**config.mk**
```make
export PLATFORM = sky130hd
export DESIGN_NAME = mem_wb_stage
export DESIGN_NICKNAME = d
export VERILOG_FILES = /design/src/rtl/mem_wb_stage.sv
export SDC_FILE = /design/constraint.sdc
export NUM_CORES = 1
export LEC_CHECK = 0
export CAP_MARGIN = 20
export CORE_ASPECT_RATIO = 1.1
export CORE_UTILIZATION = 30
export DETAILED_ROUTE_END_ITERATION = 12
export GPL_ROUTABILITY_DRIVEN = 0
export PLACE_DENSITY_LB_ADDON = 0.05
export SLEW_MARGIN = 15
export SYNTH_ARGS = -nofsm -noshare
export SYNTH_HDL_FRONTEND = slang
export SYNTH_SLANG_ARGS = --single-unit
```
**constraint.sdc**
```tcl
create_clock -name clk -period 6.8 [get_ports clk]
set_input_delay 2.04 -clock clk [delete_from_list [all_inputs] [get_ports clk]]
set_output_delay 2.04 -clock clk [all_outputs]
set_load 0.01 [all_outputs]
```
**src/rtl/mem_wb_stage.sv**
```systemverilog
// rtl/mem_wb_stage.sv - MEM/WB pipeline register and writeback stage with decode bypass
//
// Purpose:
//   Captures the instruction retiring from the memory stage. Selects the
//   writeback value: ALU result, load data, or the LLB/LHB byte merge.
//   Drives the register file write port. Provides a same-cycle
//   write-to-read bypass for decode, and detects HLT at retirement.
//
// Optional feature macro: RETIRE_CNT_EN
//   Adds the retire_cnt[15:0] output. It counts retired instructions,
//   wraps at 0xFFFF and freezes once halted.
//
// Ports:
//   clk, rst            clock, asynchronous active-high reset
//   stall, flush        hold the current WB entry / squash the incoming MEM entry
//   mem_*               instruction fields arriving from the memory stage
//   RdReg1, RdReg2      decode source register IDs checked for bypass
//   DstReg, WriteReg,
//   DstData             register file write port
//   fwdHit1, fwdHit2,
//   fwdData             bypass hits and bypass data
//   halt                sticky halted flag
//   retire_cnt          retired-instruction counter (RETIRE_CNT_EN only)

module mem_wb_stage #(
    parameter int DW = 16,
    parameter int RW = 4
) (
    input  logic          clk,
    input  logic          rst,
    input  logic          stall,
    input  logic          flush,
    input  logic          mem_valid,
    input  logic          mem_WriteReg,
    input  logic          mem_MemtoReg,
    input  logic [1:0]    mem_LoadByte,
    input  logic [RW-1:0] mem_DstReg,
    input  logic [DW-1:0] mem_ALUResult,
    input  logic [DW-1:0] mem_MemData,
    input  logic [DW-1:0] mem_OldData,
    input  logic [7:0]    mem_Imm8,
    input  logic          mem_Halt,
    input  logic [RW-1:0] RdReg1,
    input  logic [RW-1:0] RdReg2,
    output logic [RW-1:0] DstReg,
    output logic          WriteReg,
    output logic [DW-1:0] DstData,
    output logic          fwdHit1,
    output logic          fwdHit2,
    output logic [DW-1:0] fwdData,
    output logic          halt
`ifdef RETIRE_CNT_EN
    ,
    output logic [15:0]   retire_cnt
`endif
);

    logic          r_valid;
    logic          r_committed;
    logic          r_halt;
    logic          r_wr;
    logic          r_memtoreg;
    logic [1:0]    r_loadbyte;
    logic [RW-1:0] r_dst;
    logic [DW-1:0] r_alu;
    logic [DW-1:0] r_mem;
    logic [DW-1:0] r_old;
    logic [7:0]    r_imm;
    logic          r_hlt;

    logic          w_retiring;
    logic          w_halt_next;
    logic          w_we;
    logic [DW-1:0] w_data;

    // The entry is presented to the register file on its first cycle only.
    assign w_retiring  = r_valid & ~r_committed;
    // A retiring HLT blocks capture on its own retire edge, so nothing
    // behind it can reach the register file.
    assign w_halt_next = r_halt | (w_retiring & r_hlt);

    always_ff @(posedge clk or posedge rst) begin
        if (rst) begin
            r_valid     <= 1'b0;
            r_committed <= 1'b0;
            r_halt      <= 1'b0;
            r_wr        <= 1'b0;
            r_memtoreg  <= 1'b0;
            r_loadbyte  <= 2'b00;
            r_dst       <= '0;
            r_alu       <= '0;
            r_mem       <= '0;
            r_old       <= '0;
            r_imm       <= '0;
            r_hlt       <= 1'b0;
        end else begin
            r_halt <= w_halt_next;
            // Once an entry has been presented, it must not write again
            // while stall holds it.
            if (w_retiring) begin
                r_committed <= 1'b1;
            end
            if (w_halt_next) begin
                r_valid <= 1'b0;
            end else if (flush) begin
                r_valid <= 1'b0;
            end else if (!stall) begin
                r_valid     <= mem_valid;
                r_committed <= 1'b0;
                r_wr        <= mem_WriteReg;
                r_memtoreg  <= mem_MemtoReg;
                r_loadbyte  <= mem_LoadByte;
                r_dst       <= mem_DstReg;
                r_alu       <= mem_ALUResult;
                r_mem       <= mem_MemData;
                r_old       <= mem_OldData;
                r_imm       <= mem_Imm8;
                r_hlt       <= mem_Halt;
            end
        end
    end

    always_comb begin
        w_data = r_memtoreg ? r_mem : r_alu;
        case (r_loadbyte)
            2'b01:   w_data = {r_old[DW-1:8], r_imm};
            2'b10:   w_data = {r_imm, r_old[7:0]};
            default: w_data = r_memtoreg ? r_mem : r_alu;
        endcase
    end

    // R0 is hard-wired zero, so writes to it never leave the stage.
    assign w_we     = w_retiring & r_wr & (r_dst != '0);

    assign DstReg   = r_dst;
    assign WriteReg = w_we;
    assign DstData  = w_data;
    assign fwdData  = w_data;
    assign fwdHit1  = w_we & (RdReg1 == r_dst);
    assign fwdHit2  = w_we & (RdReg2 == r_dst);
    assign halt     = r_halt;

`ifdef RETIRE_CNT_EN
    logic [15:0] r_retire_cnt;

    always_ff @(posedge clk or posedge rst) begin
        if (rst) begin
            r_retire_cnt <= 16'h0000;
        end else if (w_retiring & ~r_halt) begin
            r_retire_cnt <= r_retire_cnt + 16'h0001;
        end
    end

    assign retire_cnt = r_retire_cnt;
`endif

endmodule

```
After elaboration in Yosys (flattened, before gate mapping)
Cells that the tools add are included.
{"block": "classes", "eq_ne": 5, "bitwise_logic": 11, "reduce_logical": 2, "muxes": 9}
{"operator": "case mux 16 bit (2 select lines)", "n": 1}
{"operator": "2-to-1 mux 16 bit", "n": 1}
{"operator": "equality test 4 bit", "n": 2}
{"operator": "2-to-1 mux 1 bit", "n": 7}
{"operator": "AND 1 bit", "n": 6}
{"operator": "inverter 1 bit", "n": 4}
{"operator": "nonzero test 4 bit", "n": 1}
{"operator": "!= test 3 x 1 -> 1 bit, second input constant", "n": 1}
{"operator": "AND reduction 3 bit", "n": 1}
{"operator": "equality test 2 x 1 -> 1 bit, second input constant", "n": 1}
{"operator": "equality test 2 bit, second input constant", "n": 1}
{"operator": "OR 1 bit", "n": 1}
{"block": "word_totals", "ff_bits": 68, "elab_cells": 39, "input_bits": 78, "out_inout_bits": 40}

Depth between registers and ports, before layout
{"block": "depth", "depth_word": 6, "ltp_mapped": 7, "ltp_nobuf": 4}

Worst setup path before layout
OpenSTA, ideal clock, no wires.
{"block": "synth_path", "path_type": "input-to-output", "start": "input RdReg2[1]", "end": "output fwdHit2", "n_path_buf": 0, "required_time_ns": 4.760, "path_slack_ns": 2.338, "t_arrival_ns": 2.422, "stages": 3, "cell_sequence": "xnor2_1 > nand4_1 > nor2_1"}
{"block": "synth_via", "elab_chain_cells": 2}
{"element": "start, declared", "line": "44", "text": "input logic [RW-1:0] RdReg2,"}
{"element": "equality test 4 bit", "line": "140", "text": "assign fwdHit2 = w_we & (RdReg2 == r_dst);"}
{"element": "AND 1 bit", "line": "140"}
{"element": "end, declared", "line": "49", "text": "output logic fwdHit2,"}
Every way passes these cells.

Final worst setup path
{"block": "layout_path", "start": "input RdReg1[0]", "end": "output fwdHit1"}
{"block": "layout_via", "elab_chain_cells": 2}
{"element": "start, declared", "line": "43", "text": "input logic [RW-1:0] RdReg1,"}
{"element": "equality test 4 bit", "line": "139", "text": "assign fwdHit1 = w_we & (RdReg1 == r_dst);"}
{"element": "AND 1 bit", "line": "139"}
{"element": "end, declared", "line": "48", "text": "output logic fwdHit1,"}
Every way passes these cells.

==> flow_metrics.tcl <==
set metrics [dict create \
    dp.cells 474 \
    path_delay_family "buffers and inverters" \
    status "finished clean" \
    synth_top_area_share_pct 50.4 \
    die_w_um 103 \
    yosysTopAreaCell "dfrtp_1" \
    drtIter0Drc 27 \
    worst_path_most_repeated_cell "clkdlybuf4s50_1" \
    vias 2248 \
    antenna_found_initial 0 \
    final_cell_mix "117 x clkdlybuf4s50_1, 68 x dfrtp_1, 39 x mux2_4" \
    wl_per_cell_um 16.6 \
    ctsHtreeMaxLevel 3 \
    multiInputGateArea_um2 1450 \
    clockRootBuffer "clkbuf_16" \
    grt_max_degree 69 \
    end_kind "output pin" \
    synth.net_count 320 \
    slowest_delay_ns 0.55 \
    dieArea_um2 11700 \
    rsz0062_at_grt "false" \
    setup_viol 0 \
    syn_area_per_cell_um2 14.1 \
    critPathLaunchType "primary input" \
    fillers 1019 \
    critPathMaxFanout 1 \
    syn_to_final_growth_pct 42.9 \
    seqCellArea_um2 1700 \
    use_met2_pct 23.3 \
    cts-resized-gates 0 \
    min_path_type "reg2reg" \
    cts.path.max_buffers 2 \
    layout.nets 418 \
    row_count 40 \
    grt-ovfl-total 0 \
    cp.required_ns 4.76 \
    grt_pass1_vias 2367 \
    instances_no_fill 490 \
    n_antenna_cell 0 \
    post_cts.repair.setup_buffers 0 \
    cts_sinks 68 \
    coreArea_um2 11000 \
    cts_tree "built" \
    drcViolationCount 0 \
    cp.arrival_ns 3.41 \
    vdd_drop_max_mv 0.264 \
    setup-tns-final_ns 0 \
    drive_gt1_share_pct 24.5 \
    power_density_nw_per_um2 564 \
    cts_hold_buffers 0 \
    slew_violations 0 \
    clk_latency_ns 0.32 \
    port-buffer-count 117 \
    critPathKind "in2out" \
    worst_slew_pin_slew_ns 1.01 \
    slew_headroom_pct 32.4 \
    path_cells "clkdlybuf4s50_1, xnor2_1, nand4_1, nor2_1, clkdlybuf4s50_1" \
    syn_inst 240 \
    initial_core_util_pct 30.8 \
    fin_crit_sh_pct 80.2 \
    p_leak_nw 2.11 \
    yosys_warnings 0 \
    dp_hpwl_um 5540 \
    use_met3_pct 4.39 \
    skew_ns 0.00345 \
    path_clk_slew_ns 0.05 \
    first_pass_iters 4 \
    whs_ns 0.502 \
    layout_commonest_cell "clkdlybuf4s50_1" \
    grt_pass1_wl_um 12800 \
    syn_area_um2 3380 \
    finalHoldViolations 0 \
    slowest_stage "clkdlybuf4s50_1" \
    drt-total-wl_um 8110 \
    fin_crit_ns 5.45 \
    yosys-top-cells-area "dfrtp_1 50%, mux2_4 17%, mux2_2 8.7%" \
    grt_use_total_pct 14.9 \
    fmax_ghz 0.183 \
    critPathBufInv 2 \
    yosysSeqAreaShare_pct 50.4 \
    gr-usage-met1_pct 19.4 \
    busiest_layer "met2" \
    antenna_left 0 \
    drv_cap 0 \
    ios 118 \
    viasPerCell 4.59 \
    cts_buffers 9 \
    synth_cell_types 22 \
    synth_seq_cells 68 \
    fp.dieH_um 113 \
]
==> Yosys cell counts, drive strengths merged <==
cell type  instances
nand2b             1
ha                 2
nor2               2
mux2i             17
o21a               1
mux2              65
nor3               2
nand4b             1
inv                4
or4                1
dfrtp             68
buf               27
nand2              1
clkbuf             5
nand4              2
a221oi            16
nand3b             1
a21oi             16
xnor2              8
==> through the flow <==
stage	power [mW]	cell area (µm²)	setup WS [ns]	utilization [%]
after floorplan	1.71	3380	2.34	-
after global placement	2.30	4520	1.34	41.3
after detailed placement	2.30	4540	1.35	41.4
after CTS	2.77	4830	1.33	44.1
after global routing	2.92	4830	1.24	44.1
final	2.73	4830	1.35	44.1
==> final timing paths <==
check	endpoint	start	slack (ns)	cells after the start
max	fwdHit1	RdReg1[0]	1.35	5
min in group asynchronous	r_mem[12]	rst	2.30	3
min	r_alu[13]	r_alu[13]	0.50	1
min reg2reg	r_alu[13]	r_alu[13]	0.50	1
max in group asynchronous	r_imm[4]	rst	3.90	3
max reg2reg	r_old[15]	r_committed	4.86	4
==> state kept, by name, indices dropped and copies added, names as in the netlist <==
signal	count
r_wr	1
r_imm	8
r_loadbyte	2
r_mem	16
r_old	16
r_hlt	1
r_memtoreg	1
halt	1
r_alu	16
r_committed	1
DstReg	4
r_valid	1
==> metal layers <==
metal | wire, µm | part of all wire, %
met1 | 3710 | 46
met2 | 3840 | 47
met3 | 467 | 5.8
met4 | 93 | 1.1
met5 | 0 | 0
==> cell families (layout without fill, tap and decap cells) <==
logic type,after synthesis,count (layout),synth area share [%]
adders and majority gates,2,2,0.740
buffers and inverters,36,139,7.18
DFF,68,68,50.4
and+or+nand+nor,11,11,1.89
muxes,82,82,31.0
xor gates and xnor gates,8,8,2.07
AOI/OAI and AO/OA,33,33,6.74
==> final cells by class <==
cell class | count | share of cell area, %
clock buffer | 11 | 4.82
sequential | 68 | 35.2
timing repair buffer | 119 | 24.8
clock inverter | 5 | 1.09
inverter | 4 | 0.337
multi-input combinational | 136 | 29.9
tap | 147 | 3.81
==> power breakdown <==
part,switching [mW],total [mW],internal [mW]
registers,0.167,0.777,0.610
clock network,0.165,0.447,0.282
logic,0.594,1.50,0.908
No activity file was read; power rests on OpenSTA's default activity.
==> RTL edit (same flow settings) <==
Change the parameter `RW` from 4 to 5.
--- a/src/rtl/mem_wb_stage.sv
+++ b/src/rtl/mem_wb_stage.sv
@@ -25,5 +25,5 @@
 module mem_wb_stage #(
     parameter int DW = 16,
-    parameter int RW = 4
+    parameter int RW = 5
 ) (
     input  logic          clk,
Ports: changed (resized DstReg, RdReg1, RdReg2 and mem_DstReg); port bits go from 118 to 122. No check against the original RTL was run, so the function may have changed too.
==> RTL edit against the original RTL <==
Sequential power increased by 0.9%; non-clock buffer count increased by 3; worst hold slack improved by 1.6 ps; routed wire length decreased by 2.8%; design area increased by 2.5%; largest power group unchanged; worst setup slack got worse by 180 ps; area after synthesis increased by 0.56%; register-to-register slack got worse by 70 ps; critical endpoint is now fwdHit2; total power increased by 3.6%; utilization increased by 1.1 points; highest routed layer unchanged; sequential cell count increased by 1; count of clock-buffer cells in the layout unchanged; first-iteration DRC count increased by 120%; critical path type unchanged; clock skew increased by 2.0 ps.
==> RTL edit: results (changes against the original RTL) <==
GRT
  • GR Util met3: 0.0368 (-0.00709)
  • First-pass GRT wire length: 12.3 mm (-3.6%)
  • Total GRT Usage: 0.142 (-0.00701)
  • Largest net degree at the start of global routing: 70 (+1.4%)
  • Vias in the first global route: 2,384 (+0.72%)
  • Met1 Resource Use GR: 0.178 (-0.0169)

Critical path
  • Worst Setup EP: fwdHit2
  • Crit path launch: RdReg2[2]
  • Max stage delay on crit path: 580 ps (+30 ps)
  • Arr. time, crit path: 3590 ps (+180 ps)
  • Slowest CP cell: clkdlybuf4s50_1
  • R2R cell count: 3 (-1)
  • Reg-to-reg endpoint: r_alu[8]
  • R2R Setup Slk: 4790 ps (-70 ps)

Pwr
  • Leak pwr: 2.12 nW (+0.89%)
  • Worst IR drop on VDD: 0.000307 V (+16%)
  • Sequential power share: 0.278 (-0.007)
  • Clock group share of total power: 0.195 (+0.031)
  • Int Power: 1.90 mW (+5.4%)
  • Pwr Total: 2.82 mW (+3.6%)

Synthesis
  • Top post-synthesis cells by area: dfrtp_1 51%, mux2_4 13%, mux2_2 12%
  • Seq/Total Area, Yosys: 0.508 (+0.00458)
  • Synth Net Count: 328 (+2.5%)
  • Cells after synthesis: 245 (+2.1%)
  • Synth cell types: 23 (+4.5%)

Placed design
  • Placed Cells: 482 (+1.7%)
  • Placed cell areas: 4590 µm² (+1.1%)
  • Port Buf Inserts: 121 (+3.4%)
  • Pre-CTS WS: 1140 ps (-212 ps)

CTS
  • Post_cts resized: 0 (unchanged)
  • Max clock buf depth: 2 (unchanged)

Finish
  • Layout cells sized above 1: 0.248 (+0.00297)
  • Final net count: 429 (+2.6%)
  • Post-Layout Cell Count: 498 (+1.6%)
  • Fill count: 1,034 (+1.5%)

Detailed routing
  • Post-Route WL: 7.89 mm (-2.8%)
  • DRT met1 WL: 3.54 mm (-4.6%)
  • Detailed route wirelength on metal3: 445 µm (-4.7%)
  • Vias: 2,243 (-0.22%)
  • DRT iter0 DRCs: 60 (+120%)
  • Pre-Repair DR Iteration Count: 4 (unchanged)
  • Met2 wire len: 3.84 mm (-0.13%)

Status
  • Status: finished clean

Timing
  • Final min period: 5630 ps (+175 ps)
  • Hold_ws: 504 ps (+1.64 ps)
-- RTL edit: kinds of logic after synthesis --
logic type      share of synthesized area
mux                                 0.301
buf+inv                            0.0696
simple gates                       0.0169
compound gates                     0.0714
xor+xnor                           0.0258
fa+ha+maj                         0.00736
flops                               0.508
-- RTL edit: cell type report --
type	instances	area (µm²)	share of cell area
tap	147	184	0.0371
clock buffer	11	253	0.0510
clock inverter	5	106	0.0215
multi-input combinational	139	1450	0.292
inverter	5	20.0	0.00404
sequential	69	1730	0.349
timing repair buffer	122	1220	0.246
-- RTL edit: worst min-delay path by stage --
| stage | endpoint | from | depth (start not counted) |
|---|---|---|---|
| after floorplan | r_committed | r_committed | 1 |
| after global placement | r_alu[10] | r_alu[10] | 1 |
| after detailed placement | r_alu[12] | r_alu[12] | 1 |
| after CTS | r_alu[12] | r_alu[12] | 1 |
| after global routing | r_alu[4] | r_alu[4] | 1 |
| final | r_alu[12] | r_alu[12] | 1 |
